--- config.mk ---
export PLATFORM = sky130hd
export DESIGN_NAME = pwm_gen
export DESIGN_NICKNAME = d
export VERILOG_FILES = /design/src/rtl/pwm_gen.sv
export SDC_FILE = /design/constraint.sdc
export NUM_CORES = 1
export LEC_CHECK = 0
export ABC_AREA = 1
export CAP_MARGIN = 20
export CORE_AREA = 2 2 60 62
export DETAILED_ROUTE_END_ITERATION = 16
export DIE_AREA = 0 0 62 64
export PLACE_DENSITY = 0.73
export SYNTH_ARGS = -nofsm -noshare
export SYNTH_HDL_FRONTEND = slang
export SYNTH_SLANG_ARGS = --single-unit
--- constraint.sdc ---
create_clock -name clk -period 2 [get_ports clk]
set_input_delay 0.2 -clock clk [delete_from_list [all_inputs] [get_ports clk]]
set_output_delay 0.2 -clock clk [all_outputs]
set_load 0.02 [all_outputs]
--- src/rtl/pwm_gen.sv ---
// PWM generator paced by a synchronized divided-clock tick; period/duty are
// shadowed and only reloaded at a period wrap so the waveform never glitches.
module pwm_gen #(
   parameter int WIDTH = 8
) (
   input  logic             clk,
   input  logic             rst_n,
   input  logic             div_in,
   input  logic             en,
   input  logic [WIDTH-1:0] period,
   input  logic [WIDTH-1:0] duty,
   output logic             pwm_out,
   output logic             period_done
);

   typedef enum logic {IDLE, RUN} state_t;

   logic             s1_q, s2_q, s3_q;
   logic             s1_d, s2_d, s3_d;
   state_t           state_q, state_d;
   logic [WIDTH-1:0] cnt_q, cnt_d;
   logic [WIDTH-1:0] period_r_q, period_r_d;
   logic [WIDTH-1:0] duty_r_q, duty_r_d;
   logic             pwm_q, pwm_d;
   logic             done_q, done_d;
   logic             tick;

   // s3 is a delayed copy of the synchronized level, used only for edge detection
   assign tick = s2_q & ~s3_q;

   always_comb begin
      s1_d       = div_in;
      s2_d       = s1_q;
      s3_d       = s2_q;
      state_d    = state_q;
      cnt_d      = cnt_q;
      period_r_d = period_r_q;
      duty_r_d   = duty_r_q;
      done_d     = 1'b0;

      case (state_q)
         IDLE: begin
            cnt_d = '0;
            if (en && tick) begin
               state_d    = RUN;
               period_r_d = period;
               duty_r_d   = duty;
            end
         end
         RUN: begin
            // Disable wins over a coincident wrap, so no period_done on shutdown
            if (!en) begin
               state_d = IDLE;
               cnt_d   = '0;
            end else if (tick) begin
               if (cnt_q == period_r_q) begin
                  cnt_d      = '0;
                  period_r_d = period;
                  duty_r_d   = duty;
                  done_d     = 1'b1;
               end else begin
                  cnt_d = cnt_q + WIDTH'(1);
               end
            end
         end
         default: begin
            state_d = IDLE;
            cnt_d   = '0;
         end
      endcase

      // Compare against next-state values so pwm_out lines up with cnt
      pwm_d = (state_d == RUN) && (cnt_d < duty_r_d);
   end

   always_ff @(posedge clk or negedge rst_n) begin
      if (!rst_n) begin
         s1_q       <= 1'b0;
         s2_q       <= 1'b0;
         s3_q       <= 1'b0;
         state_q    <= IDLE;
         cnt_q      <= '0;
         period_r_q <= '0;
         duty_r_q   <= '0;
         pwm_q      <= 1'b0;
         done_q     <= 1'b0;
      end else begin
         s1_q       <= s1_d;
         s2_q       <= s2_d;
         s3_q       <= s3_d;
         state_q    <= state_d;
         cnt_q      <= cnt_d;
         period_r_q <= period_r_d;
         duty_r_q   <= duty_r_d;
         pwm_q      <= pwm_d;
         done_q     <= done_d;
      end
   end

   assign pwm_out     = pwm_q;
   assign period_done = done_q;

endmodule
==> metrics.yaml <==
ant_nets: 0
fin_crit_sh_pct: 105.5
path_common_cell: "nand2_1"
fp-row-count: 21
dieHeight_um: 64
max_clock_freq_mhz: 473.8
finalSetupTns_ps: -110.5
pwr_density_cell_nw_per_um2: 662.9
synth_top_area_share_pct: 48.54
wl_per_cell_um: 12.78
yosysUniqueCellTypes: 22
synth-simple-area-share_pct: 19.26
r2r_start: "cnt_q[7]"
tritoncts: "yes"
muxShareOfSynthArea_pct: 3.641
reg2reg_depth: 15
yosys_warnings: 0
synth_top_family_by_area: "simple AND/OR/NAND/NOR gates"
rsz0062_at_grt: "yes"
synth-seq-area-share_pct: 48.54
hold_violations: 0
numCtsBuffers: 5
via_per_inst: 4.818
path_class: "reg2reg"
cp_slowest_stage_delay_ps: 420
antenna_found_initial: 0
hold_buffers: 0
grt_pass1_wl_um: 5230
synth-edff-count: 0
regArea_um2: 750.7
area_growth_pct: 43.20
yosys.area.top_type: "dfrtp_1"
relSlewSlack_pct: 74.62
grt_overflow_total: 0
violations: "negative setup slack"
critPathArrivalTime_ps: 2380
fillers: 248
grt_usage_pct: 18.02
drtIter0Drc: 51
synth-compound-area-share_pct: 8.091
ys_ff_latch: 30
synth_area_um2: 1546
drt_drc_violations_left: 0
htree_num_levels: 2
synthXorXnorAreaFrac_pct: 4.531
fin_crit_ps: 2111
grt_pass1_vias: 1250
grt_start_max_net_pins: 31
core_um2: 3284
portBuffers: 21
die_x_um: 62
gp_congestion: 0.7914
final_nets: 256
critPathMaxFanout: 8
worst_slack_ps: -110.5
post-synth-top-count-cell: "nand2_1"
finalSetupViolations: 1
cp.required_ps: 2270
crit_chain: "xnor2_1, nand2_1, nor2_2, nand2_1, nand2_2, nand2_8, buf_8, nand2_1, o21ai_2, ha_1, nand2_1, nand2_1, nand2_1, nand2_1, a21oi_2"
r2r_slack_ps: -110
initial_core_util_pct: 47.09
min_path_type: "in2async"
drt_first_pass_iters: 4
critPathBufInv: 1
vias: 1325
dieArea_um2: 3968
maxCapViolations: 0
syn-mean-instance-area_um2: 8.939
startpoint_type: "register"
n_antenna_cell: 0
synth_flop_cell: "dfrtp_1"
cts_num_sinks: 30
yosys-top-cells-area: "dfrtp_1, nand2_1, inv_1"
fin_skew_ps: 13.92
syn_inst: 173
worst_slew_pin_slew_ps: 380.7
synthesis.nets: 201
cp-end-kind: "register"
clock_latency_ps: 330
ir_drop_uv: 336.8
cts_max_path_buffers: 2
root_buffer: "clkbuf_4"
clk_pin_slew_ps: 100
r2r_end: "pwm_out"
multi_input_area_um2: 787.0
fin_util_pct: 67.43
slowest_stage: "dfrtp_1"
p_leak_uw: 0.001078
hpwlAfterDp_um: 2213
critical_path.top_delay_family: "simple AND/OR/NAND/NOR gates"
io_pins: 22
drive_above_1_share_pct: 32.31
drt-total-wl_um: 3515
synthArstFlopShare_pct: 100.0
status: "complete, but fails checks"
synthAdderAreaFrac_pct: 6.472
synth_common_cells: "nand2_1, inv_1, dfrtp_1"
finalMaxSlewViolations: 0
==> through the flow <==
step | instances | worst slack [ps] | total power (µW) | cell area [µm²] | hold WS [ps]
after floorplan | 173 | 11.62 | 909.4 | 1549 | -95.59
after detailed placement | 257 | -206.0 | 1024 | 1937 | 335.8
after global routing | 275 | -250.0 | 1563 | 2215 | 282.0
after CTS | 270 | -102.2 | 1424 | 2095 | 255.2
after global placement | 257 | -131.0 | 1007 | 1937 | 339.4
final | 275 | -110.5 | 1468 | 2215 | 246.7
==> sequential cells by signal, indices dropped and copies added (netlist names) <==
signal / cells
period_done: 1
cnt_q: 8
period_r_q: 8
s2_q: 1
state_q: 1
duty_r_q: 8
s1_q: 1
pwm_out: 1
s3_q: 1
==> power breakdown <==
group	total [µW]	switching (µW)	internal (µW)
combinational	374	181	194
sequential	716	35.6	680
clock	378	208	170
==> worst reg2reg max path, cell delays in order (launching register included) <==
cell     delay (ps)
dfrtp_1         420
xnor2_1         170
nand2_1          90
nor2_2          160
nand2_1          90
nand2_2         120
nand2_8          90
buf_8           150
nand2_1          70
o21ai_2          60
ha_1            270
nand2_1          70
nand2_1          50
nand2_1          50
nand2_1          60
a21oi_2         110
==> kinds of logic after synthesis <==
kind of cell | count (synthesis)
AO/OA/AOI/OAI | 18
XOR/XNOR | 8
adder cells (fa/ha/maj) | 8
buffers and inverters | 35
flip-flops | 30
multiplexers | 5
AND/OR/NAND/NOR | 69
==> per-layer routing <==
layer / vias up / part of all wire, % / track usage [%] / wire, µm
met4: 0 / 2.1 / 6.383 / 75
li1: 644 / - / - / -
met5: - / 0 / 0 / 0
met1: 631 / 39 / 20.42 / 1374
met3: 11 / 4.8 / 6.073 / 170
met2: 39 / 54 / 30.47 / 1894
==> how the worst max path moves through the flow <==
stage                         from       to  slack [ps]  cells after the start
after global placement    cnt_q[0]  pwm_out        -130                     12
after floorplan           cnt_q[0]  pwm_out          10                     13
after CTS                 cnt_q[7]  pwm_out        -100                     13
after global routing      cnt_q[7]  pwm_out        -250                     15
final                     cnt_q[7]  pwm_out        -110                     15
after detailed placement  cnt_q[0]  pwm_out        -210                     12
==> what timing repair did <==
action                                  CTS  global route
pin swaps                                11            10
endpoints found under the setup margin    1             1
gates resized for setup                  14            12
gates cloned                              0             0
endpoints found under the hold margin     0             0
setup buffers                             5             5
==> cell usage in the layout, fill, tap and decap left out, drive strengths merged <==
cell,instances
nand2,40
inv,33
dfrtp,30
buf,29
clkdlybuf4s50,21
nor2,16
a21oi,8
o21ai,8
ha,8
clkbuf,7
nand3,6
xnor2,5
mux2,5
nor3,5
xor2,3
nor3b,2
a211oi,1
o211ai,1
clkinv,1
==> final cells by class <==
class	instances	share of cell area (%)
clock buffer	7	2.486
inverter	33	5.593
clock inverter	1	0.2260
tap	46	2.599
multi-input combinational	108	35.54
timing repair buffer	50	19.66
sequential	30	33.90
No activity file was read; power rests on OpenSTA's default activity.
